## src/rtl/mux_stream_rr_if.sv

```systemverilog
// Stream bundle for the N-way round-robin/fixed-select multiplexer.
// The master side is the producer/consumer environment; the slave side is the mux itself.
interface mux_stream_rr_if #(
   parameter int WIDTH  = 16,
   parameter int NUM_CH = 8,
   parameter int SEL_W  = 3
);
   logic [NUM_CH*WIDTH-1:0] in_data;
   logic [NUM_CH-1:0]       in_valid;
   logic [NUM_CH-1:0]       in_ready;
   logic                    mode;
   logic [SEL_W-1:0]        sel;
   logic [WIDTH-1:0]        out_data;
   logic [SEL_W-1:0]        out_ch;
   logic                    out_valid;
   logic                    out_ready;

   modport master (
      output in_data, in_valid, mode, sel, out_ready,
      input  in_ready, out_data, out_ch, out_valid
   );

   modport slave (
      input  in_data, in_valid, mode, sel, out_ready,
      output in_ready, out_data, out_ch, out_valid
   );
endinterface

```

## src/rtl/mux_stream_rr.sv

```systemverilog
// N-way W-bit stream multiplexer with a one-word registered output stage.
// Selection is either a fixed external index or round-robin among valid channels;
// the round-robin pointer remembers the last channel granted in round-robin mode.
module mux_stream_rr #(
   parameter int WIDTH  = 16,
   parameter int NUM_CH = 8,
   parameter int SEL_W  = 3
) (
   input logic             clock,
   input logic             reset_n,
   mux_stream_rr_if.slave  bus
);

   localparam logic [SEL_W-1:0] LAST_CH = SEL_W'(NUM_CH - 1);

   logic [SEL_W-1:0] rr_ptr;
   logic             space;
   logic             grant_vld;
   logic [SEL_W-1:0] grant_idx;
   logic [WIDTH-1:0] grant_data;
   logic             hi_found;
   logic             lo_found;
   logic [SEL_W-1:0] hi_idx;
   logic [SEL_W-1:0] lo_idx;
   logic             transfer;

   // The output register can take a word when empty or when it is draining this cycle.
   always_comb begin
      space = !bus.out_valid | bus.out_ready;
   end

   // Pick the granted channel: exact index match in fixed mode, otherwise the first
   // valid channel above the pointer, wrapping to the lowest valid one at or below it.
   always_comb begin
      grant_vld = 1'b0;
      grant_idx = '0;
      hi_found  = 1'b0;
      lo_found  = 1'b0;
      hi_idx    = '0;
      lo_idx    = '0;
      if (!bus.mode) begin
         for (int i = 0; i < NUM_CH; i++) begin
            if (bus.sel == SEL_W'(i) && bus.in_valid[i]) begin
               grant_vld = 1'b1;
               grant_idx = SEL_W'(i);
            end
         end
      end else begin
         for (int i = NUM_CH - 1; i >= 0; i--) begin
            if (bus.in_valid[i]) begin
               if (SEL_W'(i) > rr_ptr) begin
                  hi_found = 1'b1;
                  hi_idx   = SEL_W'(i);
               end else begin
                  lo_found = 1'b1;
                  lo_idx   = SEL_W'(i);
               end
            end
         end
         grant_vld = hi_found | lo_found;
         grant_idx = hi_found ? hi_idx : lo_idx;
      end
   end

   // Route the granted channel's word towards the output register.
   always_comb begin
      grant_data = '0;
      for (int i = 0; i < NUM_CH; i++) begin
         if (grant_idx == SEL_W'(i)) begin
            grant_data = bus.in_data[i*WIDTH +: WIDTH];
         end
      end
   end

   // One-hot accept back to the producers, held low while reset is asserted.
   always_comb begin
      bus.in_ready = '0;
      for (int i = 0; i < NUM_CH; i++) begin
         bus.in_ready[i] = reset_n & space & grant_vld & (grant_idx == SEL_W'(i));
      end
   end

   always_comb begin
      transfer = grant_vld & space;
   end

   // Output register and round-robin pointer; a load and a drain may coincide.
   always_ff @(posedge clock or negedge reset_n) begin
      if (!reset_n) begin
         bus.out_valid <= 1'b0;
         bus.out_data  <= '0;
         bus.out_ch    <= '0;
         rr_ptr        <= LAST_CH;
      end else if (transfer) begin
         bus.out_valid <= 1'b1;
         bus.out_data  <= grant_data;
         bus.out_ch    <= grant_idx;
         if (bus.mode) begin
            rr_ptr <= grant_idx;
         end
      end else if (bus.out_ready) begin
         bus.out_valid <= 1'b0;
      end
   end

endmodule

```

## src/flat_wrapper.sv

```systemverilog
// flat-port wrapper written by rule: the top's interface ports become plain ports
module mux_stream_rr_flat 
#(
   parameter int WIDTH  = 16,
   parameter int NUM_CH = 8,
   parameter int SEL_W  = 3
)
  (clock, reset_n, bus_in_data, bus_in_valid, bus_mode, bus_sel, bus_out_ready, bus_in_ready, bus_out_data, bus_out_ch, bus_out_valid);
  mux_stream_rr_if #(.WIDTH(WIDTH), .NUM_CH(NUM_CH), .SEL_W(SEL_W)) bus_i ();
  input logic clock;
  input logic reset_n;
  input wire logic [$bits(bus_i.in_data)-1:0] bus_in_data;
  input wire logic [$bits(bus_i.in_valid)-1:0] bus_in_valid;
  input wire logic [$bits(bus_i.mode)-1:0] bus_mode;
  input wire logic [$bits(bus_i.sel)-1:0] bus_sel;
  input wire logic [$bits(bus_i.out_ready)-1:0] bus_out_ready;
  output wire logic [$bits(bus_i.in_ready)-1:0] bus_in_ready;
  output wire logic [$bits(bus_i.out_data)-1:0] bus_out_data;
  output wire logic [$bits(bus_i.out_ch)-1:0] bus_out_ch;
  output wire logic [$bits(bus_i.out_valid)-1:0] bus_out_valid;
  assign bus_i.in_data = bus_in_data;
  assign bus_i.in_valid = bus_in_valid;
  assign bus_i.mode = bus_mode;
  assign bus_i.sel = bus_sel;
  assign bus_i.out_ready = bus_out_ready;
  assign bus_in_ready = bus_i.in_ready;
  assign bus_out_data = bus_i.out_data;
  assign bus_out_ch = bus_i.out_ch;
  assign bus_out_valid = bus_i.out_valid;
  mux_stream_rr #(.WIDTH(WIDTH), .NUM_CH(NUM_CH), .SEL_W(SEL_W)) u_core (.clock(clock), .reset_n(reset_n), .bus(bus_i));
endmodule
```

## config.mk

```make
export PLATFORM = sky130hd
export DESIGN_NAME = mux_stream_rr_flat
export DESIGN_NICKNAME = d
export VERILOG_FILES = /design/src/rtl/mux_stream_rr_if.sv /design/src/rtl/mux_stream_rr.sv /design/src/flat_wrapper.sv
export SDC_FILE = /design/constraint.sdc
export NUM_CORES = 1
export LEC_CHECK = 0
export CAP_MARGIN = 10
export CORE_MARGIN = 2
export CORE_UTILIZATION = 30
export DETAILED_ROUTE_END_ITERATION = 8
export PLACE_DENSITY = 0.71
export REMOVE_ABC_BUFFERS = 1
export SYNTH_ARGS = -nofsm -noshare
export SYNTH_HDL_FRONTEND = slang
export SYNTH_SLANG_ARGS = --single-unit
```

## constraint.sdc

```tcl
create_clock -name clock -period 3.5 [get_ports clock]
set_input_delay 0.7 -clock clock [delete_from_list [all_inputs] [get_ports clock]]
set_output_delay 0.7 -clock clock [all_outputs]
set_load 0.02 [all_outputs]
```

==> results.cfg, run 1 <==
[outcome]
status = complete, no violations

[routing]
met3_length_um = 664
dr.pass1.iters = 5
drtIter0Drc = 183
wire_per_inst_um = 17.7
met2_length_um = 5550
drc_errors = 0
postRouteAntennaNets = 0
drt_wl_total_um = 11100
avgViaCountPerCell = 5.42
wl_met1_um = 4750
top_layer_used = met4
vias = 3396

[yosys]
synth_top_cell_by_area = mux2i_1
synth.top_cell.area_share = 0.193
yosysMostFrequentCell = mux2i_1
synth.avg_cell_area_um2 = 9.15
synth_cell_types = 63
syn_area_um2 = 2750
ys_ff_latch = 23
yosysSeqAreaShare = 0.211
ys_warn_count = 0
synthArstFlopShare = 1.00
synth_edf_count = 0
synth_flop_cell = dfrtp_1
yosys-top-cells-area = mux2i_1 (19%), dfrtp_1 (18%), a221oi_2 (5.5%), a221o_1 (4.4%), o31ai_1 (3.3%)
synthTopCellsByCount = mux2i_1 (53), dfrtp_1 (20), inv_1 (17), nand2_1 (17), o21ai_0 (15)
syn_inst = 300

[die]
io_pins = 171
die_area_um2 = 9930
die_h_um = 99.7
die_x_um = 99.7
initial_core_util = 0.312
rows = 34
coreArea_um2 = 8810

[critical_path]
worst_setup_path_start_kind = input pin
max_stage_delay_ns = 0.52
slowest_stage = clkdlybuf4s50_1
crit_arrival_ns = 2.72
crit_chain = clkdlybuf4s50_1 -> mux2_2 -> a221oi_2 -> buf_4 -> or3_4 -> nand2_2 -> nor3_2 -> buf_4
cpMostUsedCell = buf_4
end_kind = output pin
cp_max_fo = 6
crit_type = input pin to output pin
required_ns = 2.80

[grt]
grt_pass1_wl_um = 17000
grt_pass1_vias = 3404
grt_start_max_net_pins = 37
antenna_found_initial = 0
gr-total-overflow = 0
track_usage = 0.212

[timing]
maxSlewHeadroom = 0.415
worstMarginPinSlew_ns = 0.874
fin_crit_ns = 3.42
rsz0062_at_grt = false
layout_setup_ws_ns = 0.0751
setup_viol = 0
finalSetupTns_ns = 0
fmax_mhz = 292
timing.final.crit_share = 0.979
skew_ns = 0.00131
hold_viol_final = 0
maxSlewViolCount = 0

[clock_tree]
cts_tree = yes
ctsHtreeMaxLevel = 1
cts.sinks = 23
cts_root_buf = clkbuf_8
clk_latency_ns = 0.26
numCtsBuffers = 3
cts.clk_slew.worst_paths_ns = 0.08
clockBufferDepth = 2

[placed_design]
io_buffers = 170
place_ws_ns = -0.691
gp_congestion = 0.938
dpl.hpwl_um = 9170

[finish]
final-seq-area_um2 = 579
nets = 662
fillers = 763
area_delta_synth_final_pct = 83.3
antennaDiodeCount = 0
multi_input_area_um2 = 2020
drive_gt1_frac = 0.241

[flow_run]
cap_viol_max_count = 0

[power]
max-vdd-ir-drop_mv = 0.332
power_leakage_nw = 2.17
powerDensity_nw_per_um2 = 476

[worst_hold_path]
min_path_type = flop to flop
report_power, final:
| group | internal [mW] | leakage (nW) | switching, mW |
|---|---|---|---|
| combinational | 0.892 | 1.88 | 0.849 |
| sequential | 0.390 | 0.271 | 0.0992 |
| clock | 0.0794 | 0.0255 | 0.0844 |
| total | 1.36 | 2.17 | 1.03 |
what timing repair did:
action	CTS	global route
buffers inserted	1	0
setup endpoints to repair	20	19
gates cloned	0	1
gates resized for setup	61	10
pin swaps	5	2
hold buffers	0	0
hold endpoints to repair	0	0
placed cells by master, fill, tap and decap left out, types with 11 or more instances in the layout:
cell             Yosys  final
clkdlybuf4s50_1      0    154
buf_4                3     64
mux2i_1             53     53
dfrtp_1             20     20
inv_1               17     17
nand2_1             17     16
o21ai_0             15     14
o31ai_1             12     12
a221o_1             12     12
a221oi_2            10     11
cells by family after synthesis:
kind of cell,Yosys count,share of synthesized area
adder cells (fa/ha/maj),1,0.00365
multiplexers,59,0.226
buffers and inverters,39,0.0802
AO/OA/AOI/OAI,99,0.314
flip-flops,23,0.211
AND/OR/NAND/NOR,79,0.165
metrics by stage:
stage / area (um^2) / utilization / hold slack [ns] / std cells / total power, mW
floorplan: 2590 / - / 0.404 / 278 / 1.34
global placement: 4950 / 0.563 / 0.458 / 620 / 2.18
detailed placement: 4950 / 0.563 / 0.470 / 620 / 2.20
CTS: 5010 / 0.569 / 0.490 / 625 / 2.39
global route: 5030 / 0.571 / 0.530 / 626 / 2.55
finish: 5030 / 0.571 / 0.484 / 626 / 2.39
worst max-delay path: cells and delay by family:
kind	cells	cell delay (ns)
compound gates	1	0.30
mux	1	0.37
buf+inv	3	0.87
simple gates	3	0.48
sequential cells by signal, indices dropped and copies added (netlist names):
signal / flops
u_core.bus.out_data: 16
u_core.bus.out_ch: 3
u_core.bus.out_valid: 1
u_core.rr_ptr: 3
cell type report:
class,count,area share
well taps,108,0.0269
multi-input cells,239,0.402
clock inverters,1,0.000995
repair buffers,235,0.434
flip-flops and latches,23,0.115
clock buffers,3,0.00821
inverters,17,0.0127
worst paths after layout:
| path | from | endpoint | slack [ns] | cells past startpoint |
|---|---|---|---|---|
| max | bus_sel[0] | bus_in_ready[2] | 0.08 | 8 |
| min | u_core.bus.out_ch[2] | u_core.bus.out_ch[2] | 0.48 | 1 |
| max reg2reg | u_core.rr_ptr[0] | u_core.bus.out_data[11] | 0.17 | 11 |
| min reg2reg | u_core.bus.out_ch[2] | u_core.bus.out_ch[2] | 0.48 | 1 |
| max in group asynchronous | reset_n | u_core.rr_ptr[2] | 2.35 | 2 |
| min in group asynchronous | reset_n | u_core.bus.out_data[13] | 0.86 | 2 |
layer usage:
metal | vias to the layer above | GRT usage
met2 | 140 | 0.372
met4 | 0 | 0.0327
met3 | 12 | 0.0330
li1 | 1630 | -
met5 | - | 0
met1 | 1614 | 0.281
No activity file was read; power rests on OpenSTA's default activity.
==> run 2: changes to the inputs <==
--- a/config.mk
+++ b/config.mk
@@ -5,6 +5,7 @@
 export SDC_FILE = /design/constraint.sdc
 export NUM_CORES = 1
 export LEC_CHECK = 0
+export ABC_CLOCK_PERIOD_IN_PS = 3500
 export CAP_MARGIN = 10
 export CORE_MARGIN = 2
 export CORE_UTILIZATION = 30
==> results of run 2 <==
The final DEF is identical to that of run 1; final timing and power are the same.
==> run 3: changes to the inputs <==
--- a/config.mk
+++ b/config.mk
@@ -7,9 +7,11 @@
 export LEC_CHECK = 0
 export ABC_CLOCK_PERIOD_IN_PS = 3500
 export CAP_MARGIN = 10
+export CORE_ASPECT_RATIO = 0.6
 export CORE_MARGIN = 2
 export CORE_UTILIZATION = 30
 export DETAILED_ROUTE_END_ITERATION = 8
+export HOLD_SLACK_MARGIN = 0.06
 export PLACE_DENSITY = 0.71
 export REMOVE_ABC_BUFFERS = 1
 export SYNTH_ARGS = -nofsm -noshare
==> run 3 against run 2 <==
Compared with the run above: core utilization rose by 2.9 points; largest cell class unchanged; clock power rose by 52%; non-clock buffer count rose by 20; register-to-register slack improved by 0.03 ns; via count rose by 0.88%.
==> results.cfg, run 3 (synthesis gave the netlist of run 1 again) <==
[routing]
dr.pass1.iters = 4
drt_wl_total_um = 12100
vias = 3426
drc_errors = 0
wire_per_inst_um = 18.6
avgViaCountPerCell = 5.28
postRouteAntennaNets = 0
drtIter0Drc = 215

[die]
rows = 26
die_x_um = 127
initial_core_util = 0.316
die_h_um = 78.1
io_pins = 171
die_area_um2 = 9960
coreArea_um2 = 8690

[grt]
grt_pass1_vias = 3482
gr-total-overflow = 0
antenna_found_initial = 0
grt_pass1_wl_um = 18300
grt_start_max_net_pins = 30
track_usage = 0.230

[finish]
nets = 681
final-seq-area_um2 = 579
drive_gt1_frac = 0.270
antennaDiodeCount = 0
final_cell_mix = clkdlybuf4s50_1 (153), buf_4 (83), mux2i_1 (53)
fillers = 739
layout_commonest_cell = clkdlybuf4s50_1
layout_top_registers = u_core.bus.out_data: 16 flops, u_core.bus.out_ch: 3 flops, u_core.rr_ptr: 3 flops
multi_input_area_um2 = 2030
regMostFlops = u_core.bus.out_data
final_area_um2 = 5220
largest_register_ffs = 16
area_delta_synth_final_pct = 90.1

[clock_tree]
cts_root_buf = clkbuf_16
numCtsBuffers = 3
hold_buffers = 0
cts_tree = yes
clk_latency_ns = 0.26
clockBufferDepth = 2
ctsHtreeMaxLevel = 1
cts.sinks = 23
cts.clk_slew.worst_paths_ns = 0.06

[worst_hold_path]
min_path_type = flop to flop
holdPathEnd = u_core.bus.out_ch[2]
min_from = u_core.bus.out_ch[2]
min_path_cells = 1

[flow_run]
cap_viol_max_count = 0

[critical_path]
reg2reg_slack_ns = 0.20
path_buf_inv = 16
cp_num_cells = 21
reg2reg_depth = 22
worst_setup_path_start_kind = input pin
cp_max_fo = 3
required_ns = 3.69
crit_family = buffers and inverters
end_kind = flop
slowest_stage = or3b_1
crit_arrival_ns = 3.65
crit_type = input pin to flop
crit_chain = dlygate4sd2_1 -> or3b_1 -> nand4_1 -> nand3b_1 -> buf_4 -> o21ai_4 -> buf_4 -> buf_4 -> buf_4 -> buf_4 -> buf_4 -> buf_4 -> buf_4 -> buf_4 -> buf_4 -> buf_4 -> buf_4 -> buf_4 -> buf_4 -> buf_4 -> nand2_1
max_stage_delay_ns = 0.38
r2r_end = u_core.bus.out_valid
worst_r2r_startpoint = u_core.rr_ptr[1]
cpMostUsedCell = buf_4

[timing]
timing.final.crit_share = 0.990
fin_crit_ns = 3.46
layout_setup_ws_ns = 0.0350
skew_ns = 0.00654
hold_viol_final = 0
rsz0062_at_grt = true
fmax_mhz = 289
maxSlewViolCount = 0
worstMarginPinSlew_ns = 1.06
setup_viol = 0
maxSlewHeadroom = 0.293

[power]
clkPwrFrac = 0.099
max-vdd-ir-drop_mv = 0.258
power.internal_mw = 1.45
powerDensity_nw_per_um2 = 482
swShare = 0.423
combPwrFrac = 0.708
seqPwrFrac = 0.193
power_leakage_nw = 2.31
power.net_switching_mw = 1.06

[placed_design]
dpl.hpwl_um = 9610
dpl_cell_area_um2 = 4930
gp_congestion = 0.839
io_buffers = 170
place_ws_ns = -0.698

[outcome]
status = complete, no violations
==> run 3: cell types whose count changed in the layout (fill, tap and decap cells not counted), sizes merged <==
cell / delta
clkdlybuf4s15: -1
and3: -1
dlymetal6s2s: +2
buf: +20
clkdlybuf4s50: -1
==> run 3: area by class of cell <==
cell class	count	share of cell area
tap	112	0.0269
sequential	23	0.111
clock buffer	3	0.0144
timing repair buffer	255	0.446
inverter	17	0.0122
multi-input combinational	238	0.389
clock inverter	1	0.000959
==> run 3: layer usage <==
metal,global-route usage,vias up,part of all wire
met5,0,-,0
met4,0.0418,0,0.014
met3,0.0552,12,0.097
met2,0.372,151,0.45
met1,0.315,1587,0.43
li1,-,1676,-
==> run 3: through the flow <==
step           std cells  utilization  hold slack, ns  TNS [ns]  power (mW)
2_1_floorplan        278            -           0.404     -6.05        1.34
3_5_place_dp         624        0.567           0.465    -10.09        2.16
4_1_cts              649        0.599           0.479         0        2.49
6_report             649        0.601           0.475         0        2.52
3_3_place_gp         624        0.567           0.460     -9.21        2.15
5_1_grt              649        0.601           0.486   -0.0169        2.67
==> run 3: what timing repair did <==
action | CTS | global route
setup endpoints to repair | 20 | 15
buffers inserted | 21 | 0
hold endpoints to repair | 0 | 0
gates resized for setup | 66 | 10
pin swaps | 12 | 4
==> run 3: power groups by stage <==
stage                     sequential, mW  clock (mW)  combinational (mW)
after floorplan                    0.601           0               0.740
after global placement             0.483           0                1.67
after detailed placement           0.485           0                1.68
after CTS                          0.485       0.254                1.75
after global routing               0.501       0.268                1.90
final                              0.485       0.249                1.78
==> run 3: worst max path at each step <==
stage                    startpoint                   end  slack, ns
CTS                      bus_sel[0]       bus_in_ready[0]       0.04
global placement         bus_sel[0]       bus_in_ready[2]      -0.65
finish              bus_in_valid[5]  u_core.bus.out_valid       0.04
detailed placement  bus_in_valid[7]       bus_in_ready[2]      -0.70
floorplan           bus_in_valid[5]       bus_in_ready[0]      -0.61
global route        bus_in_valid[5]  u_core.bus.out_valid      -0.02
